File: config.mk
export PLATFORM = sky130hd
export DESIGN_NAME = bit_index_decoder
export DESIGN_NICKNAME = d
export VERILOG_FILES = /design/src/rtl/bit_index_decoder.sv
export SDC_FILE = /design/constraint.sdc
export NUM_CORES = 1
export LEC_CHECK = 0
export ABC_AREA = 1
export CAP_MARGIN = 5
export CORE_MARGIN = 10
export CORE_UTILIZATION = 51
export DETAILED_ROUTE_END_ITERATION = 8
export HOLD_SLACK_MARGIN = 0.15
export PLACE_DENSITY = 0.85
export SYNTH_ARGS = -nofsm -noshare
export SYNTH_HDL_FRONTEND = slang
export SYNTH_SLANG_ARGS = --single-unit
File: constraint.sdc
create_clock -name clk -period 2.47 [get_ports clk]
set_clock_uncertainty 0.15 [all_clocks]
set_input_delay 0.494 -clock clk [delete_from_list [all_inputs] [get_ports clk]]
set_output_delay 0.494 -clock clk [all_outputs]
set_load 0.02 [all_outputs]
File: src/rtl/bit_index_decoder.sv
// Rebuilds an N-bit vector from a framed stream of bit-index beats and holds it until taken downstream.
// Optional macro BIT_INDEX_DECODER_DUP_FLAG_EN adds out_dup, flagging frames that hit an already-set bit.
module bit_index_decoder #(
    parameter  int N  = 32,
    localparam int IW = $clog2(N)
) (
    input  logic          clk,
    input  logic          rstb,
    input  logic          in_valid,
    output logic          in_ready,
    input  logic [IW-1:0] in_idx,
    input  logic          in_last,
    output logic          out_valid,
    input  logic          out_ready,
    output logic [N-1:0]  out_vec,
    output logic [IW:0]   out_count
`ifdef BIT_INDEX_DECODER_DUP_FLAG_EN
    ,
    output logic          out_dup
`endif
);

    typedef enum logic {
        ACCUM = 1'b0,
        HOLD  = 1'b1
    } state_t;

    localparam logic [IW:0] N_W = (IW+1)'(N);

    state_t        state_q, state_d;
    logic [N-1:0]  acc_q, acc_d;
    logic [IW:0]   cnt_q, cnt_d;
    logic          live_q;
    logic          hold;
    logic          in_fire;
    logic          in_range;
    logic          hit;
    logic [N-1:0]  bit_oh;
`ifdef BIT_INDEX_DECODER_DUP_FLAG_EN
    logic          dup_q, dup_d;
`endif

    // live_q keeps in_ready low until the first edge after reset releases
    always_ff @(posedge clk or negedge rstb) begin
        if (!rstb) begin
            state_q <= ACCUM;
            acc_q   <= '0;
            cnt_q   <= '0;
            live_q  <= 1'b0;
`ifdef BIT_INDEX_DECODER_DUP_FLAG_EN
            dup_q   <= 1'b0;
`endif
        end else begin
            state_q <= state_d;
            acc_q   <= acc_d;
            cnt_q   <= cnt_d;
            live_q  <= 1'b1;
`ifdef BIT_INDEX_DECODER_DUP_FLAG_EN
            dup_q   <= dup_d;
`endif
        end
    end

    assign hold     = (state_q == HOLD);
    assign in_ready = ~hold & live_q;
    assign in_fire  = in_valid & in_ready;
    assign in_range = ({1'b0, in_idx} < N_W);

    always_comb begin
        state_d = state_q;
        acc_d   = acc_q;
        cnt_d   = cnt_q;
        bit_oh  = '0;
        hit     = 1'b0;
`ifdef BIT_INDEX_DECODER_DUP_FLAG_EN
        dup_d   = dup_q;
`endif
        case (state_q)
            ACCUM: begin
                if (in_fire) begin
                    if (in_range) begin
                        bit_oh[in_idx] = 1'b1;
                        hit            = acc_q[in_idx];
                    end
                    // count tracks distinct bits, so a repeated index adds nothing
                    acc_d = acc_q | bit_oh;
                    cnt_d = cnt_q + (IW+1)'(in_range & ~hit);
`ifdef BIT_INDEX_DECODER_DUP_FLAG_EN
                    dup_d = dup_q | hit;
`endif
                    if (in_last) begin
                        state_d = HOLD;
                    end
                end
            end
            HOLD: begin
                if (out_ready) begin
                    acc_d   = '0;
                    cnt_d   = '0;
`ifdef BIT_INDEX_DECODER_DUP_FLAG_EN
                    dup_d   = 1'b0;
`endif
                    state_d = ACCUM;
                end
            end
            default: state_d = ACCUM;
        endcase
    end

    assign out_valid = hold;
    assign out_vec   = hold ? acc_q : '0;
    assign out_count = hold ? cnt_q : '0;
`ifdef BIT_INDEX_DECODER_DUP_FLAG_EN
    assign out_dup   = hold & dup_q;
`endif

endmodule

# Yosys cells after proc, flatten, opt, wreduce, memory -nomap -nowiden

Index checks and enable logic that the tools add are counted.

Magnitude comparators: 2
Bitwise gates (word level): 5
Eq/ne operators: 2
Reductions and logical operators: 2
Multiplexer cells: 20
Add/sub/neg operators: 1

Operator list:

| kind               | number |
|---|---|
| $mux 32            | 5 |
| $pmux 32 s2        | 1 |
| $or 32x32->32      | 1 |
| $mux 6             | 3 |
| $pmux 6 s2         | 1 |
| $mux 1             | 7 |
| $add 6x1->6        | 1 |
| $lt 5x6->1 const B | 1 |
| $bmux 1 s5         | 1 |
| $demux 1 s5        | 1 |
| $ge 5x1->1 const B | 1 |
| $ne 2x2->1 const B | 2 |
| $and 1x1->1        | 2 |
| $not 1->1          | 2 |
| $pmux 1 s2         | 1 |
| $reduce_and 2->1   | 1 |
| $logic_and 1x1->1  | 1 |

Flip-flop bits (word level): 40
Logic and storage cells: 36
Output and inout port bits: 40

# Logic depth before layout (Yosys ltp)

Depth after elaboration: 9
Mapped depth: 17
Depth with buffers taken out: 16

# Worst setup path before layout

OpenSTA, ideal clock, no wires.

Kind: input to register
Start: in in_idx[4]
End: reg cnt_q[4]
Data required time: 2.194 ns
Stages: 13
Path slack: 0.338 ns
Buffers on the path: 0
Arrival time: 1.856 ns
Cells stage by stage: inv_1 -> nor3_1 -> nand2_1 -> nand2_1 -> inv_1 -> nand2_1 -> nor2_1 -> ha_1 -> ha_1 -> nand3_1 -> nand2_1 -> nand4_1 -> o21ai_0

Word-level cells in the longest chain between the ends: 8

RTL lines:

| what                         | line | text |
|---|---|---|
| start: declaration           | 11   | `input logic [IW-1:0] in_idx,` |
| $bmux 1 s5                   | 83   | `hit = acc_q[in_idx];` |
| $mux 1 (not written as such) | 83   |  |
| $mux 1                       | 80   | `if (in_fire) begin` |
| $mux 1                       | 78   | `case (state_q)` |
| $not 1->1                    | 87   | `cnt_d = cnt_q + (IW+1)'(in_range & ~hit);` |
| $add 6x1->6                  | 87   |  |
| $mux 6                       | 80   |  |
| $pmux 6 s2                   | 78   |  |
| end signal: assignment       | 56   | `cnt_q <= cnt_d;` |
| end: declaration             | 32   | `logic [IW:0] cnt_q, cnt_d;` |

Every way passes these cells. The select of a mux whose other input is x is not followed.
A chain may end at the register's enable or synchronous reset.

# Final worst setup path

Start: reg state_q, in the netlist out_valid
End: out out_count[3]

Word-level cells in the longest chain between the ends: 1

RTL lines:

| what                     | line | text |
|---|---|---|
| start: declaration       | 30   | `state_t state_q, state_d;` |
| start signal: assignment | 54   | `state_q <= state_d;` |
| $mux 6                   | 112  | `assign out_count = hold ? cnt_q : '0;` |
| end: declaration         | 16   | `output logic [IW:0] out_count` |

Every way passes these cells.

==> out/metrics.yaml <==
timing:
  max_slew_margin: 0.414
  hold_viol_final: 0
  layout_setup_ws_ps: 97.6
  final_max_slew_viol_count: 0
  worst_pin_slew_ps: 880
  finalSetupViolCount: 0
  finalCritPeriodShare: 0.961
  tns_ps: 0
  timing.fmax_ghz: 0.422
  timing.final.crit_period_ps: 2370
  rsz0062_at_grt: "false"
critical_path:
  reg2regPathDepth: 15
  crit_chain: "buf_12, nand2_1, inv_1, clkdlybuf4s50_1"
  r2r_start: "acc_q[31]"
  cpPeakStageDelay_ps: 600
  r2r-end: "cnt_q[4]"
  cp-start-kind: "flip-flop"
  crit_fanout: 40
  cp.required_ps: 1830
  r2r_setup_slack_ps: 460
  endpoint_kind: "primary output"
  timing.critical_path.slowest_stage_cell: "clkdlybuf4s50_1"
  cp-startpoint: "out_valid"
  critPathKind: "reg -> out"
  cp.arrival_ps: 1730
synth:
  yosysUniqueCellTypes: 21
  ys_seq_elements: 40
  ys_seq_area_frac: 0.431
  synth-warning-count: 0
  syn_inst: 346
  synth_nets: 358
  synth.avg_cell_area_um2: 6.71
  syn_area_um2: 2320
power:
  power.density_nw_per_um2: 563
  pwr-share-clk: 0.302
  internal_power_uw: 1200
  p_sw_uw: 559
  switching_share: 0.317
  p_leak_uw: 0.00182
  peakVddDrop_mv: 0.442
  p_comb_frac: 0.234
  p_seq_frac: 0.465
route:
  drt-wirelength-per-cell_um: 13.9
  drc: 0
  drt_first_pass_iters: 5
  num_vias: 2406
  via_per_inst: 5.22
  ant_nets: 0
  first_iter_violations: 163
  routed_wirelength_mm: 6.39
clock_tree:
  cts_tree: "yes"
  cts_made_buffers: 5
  post_cts_buffers: 0
  clk_latency_ps: 290
  hold_buffers: 0
  cts_sinks: 40
  clock_path_buffers: 2
  ctsRootBufferMaster: "clkbuf_8"
  clk_pin_slew_worst_paths_ps: 80
  htree_num_levels: 2
  cts_resized: 0
layout:
  regArea_um2: 1000
  layout_commonest_cell: "nand2_1"
  n_antenna_cell: 0
  nNetsFinal: 420
  multi_input_area_um2: 1070
  fillerInstances: 347
  layout-drive-gt1-share: 0.110
  area_growth_pct: 34.8
  mostFrequentLayoutCells: "nand2_1, inv_1, clkdlybuf4s50_1"
floorplanning:
  die_area_um2: 7650
  die_h_um: 87.5
  pin_count: 50
  initial_core_util: 0.530
  fp-row-count: 24
  core_area_um2: 4380
  fp.dieW_um: 87.5
grt:
  overflow: 0
  grt_usage: 0.168
  grt_antenna_before_repair: 0
  grt_pass1_wl_mm: 10.6
  grt_start_max_net_pins: 41
  grt_pass1_vias: 2305
placement:
  globalplace.congestion: 0.938
  pre_cts_slack_ps: -238
  io_buffer_count: 49
  hpwl_mm: 4.29
job:
  drv_cap: 0
min_path:
  hold_class: "in -> async"
status:
  status: "completed"
-- power groups by stage --
| stage | sequential (µW) | combinational [µW] | clock [µW] |
|---|---|---|---|
| 2_1_floorplan | 806 | 246 | 0 |
| 3_3_place_gp | 824 | 384 | 0 |
| 3_5_place_dp | 827 | 396 | 0 |
| 4_1_cts | 816 | 402 | 540 |
| 5_1_grt | 830 | 465 | 560 |
| 6_report | 819 | 412 | 532 |
-- worst max path at each step --
stage / slack (ps) / end
6_report: 100 / out_count[3]
3_5_place_dp: -240 / cnt_q[2]
3_3_place_gp: -170 / cnt_q[4]
5_1_grt: 2 / out_vec[12]
2_1_floorplan: 340 / cnt_q[4]
4_1_cts: 2 / cnt_q[4]
-- state kept, by name (all words and copies together) (netlist names) --
signal,flops
out_valid,1
live_q,1
cnt_q,6
acc_q,32
-- cell families after synthesis --
kind of cell | Yosys count | synth area share
buf+inv | 74 | 0.125
simple gates | 186 | 0.335
fa+ha+maj | 2 | 0.0108
compound gates | 43 | 0.0970
flops | 40 | 0.431
other cells | 1 | 0.00161
-- synth_stat cells, drive strengths merged --
cell / instances / share of area
nand2: 127 / 0.21
conb: 1 / 0.0016
ha: 2 / 0.011
a21oi: 33 / 0.071
a32o: 2 / 0.0086
inv: 63 / 0.10
o21ai: 8 / 0.017
clkbuf: 2 / 0.0032
nand3: 5 / 0.011
dfrtp: 40 / 0.43
nand4: 4 / 0.011
nor2: 39 / 0.080
buf: 9 / 0.019
and3: 1 / 0.0027
nor3: 10 / 0.022
-- critical path, delay by kind of cell, from the launching register on --
kind                   cells  cell delay (ps)
DFF                        1              450
buffers and inverters      3              880
and+or+nand+nor            1               80
-- metal layers --
metal / up-vias / track usage / share of wire
li1: 1164 / - / -
met1: 1113 / 0.199 / 0.39
met2: 110 / 0.276 / 0.49
met3: 19 / 0.0552 / 0.093
met4: 0 / 0.0594 / 0.027
met5: - / 0 / 0
-- metrics by stage --
stage                     hold WS, ps  std cells  power, µW  cell area [µm²]   util
after detailed placement          365        453       1220             2970  0.678
after floorplan                  48.4        346       1050             2320      -
after global placement            361        453       1210             2970  0.678
after CTS                         192        461       1760             3090  0.704
after global routing              239        461       1860             3130  0.714
final                             167        461       1760             3130  0.714
-- area by class of cell --
cell class / count / share of cell area
Multi-Input combinational cell: 232 / 0.341
Sequential cell: 40 / 0.320
Timing Repair Buffer: 66 / 0.206
Inverter: 63 / 0.0763
Clock buffer: 5 / 0.0220
Tap cell: 52 / 0.0208
Clock inverter: 3 / 0.0136
Note: power is estimated with default switching activity, not from simulation.
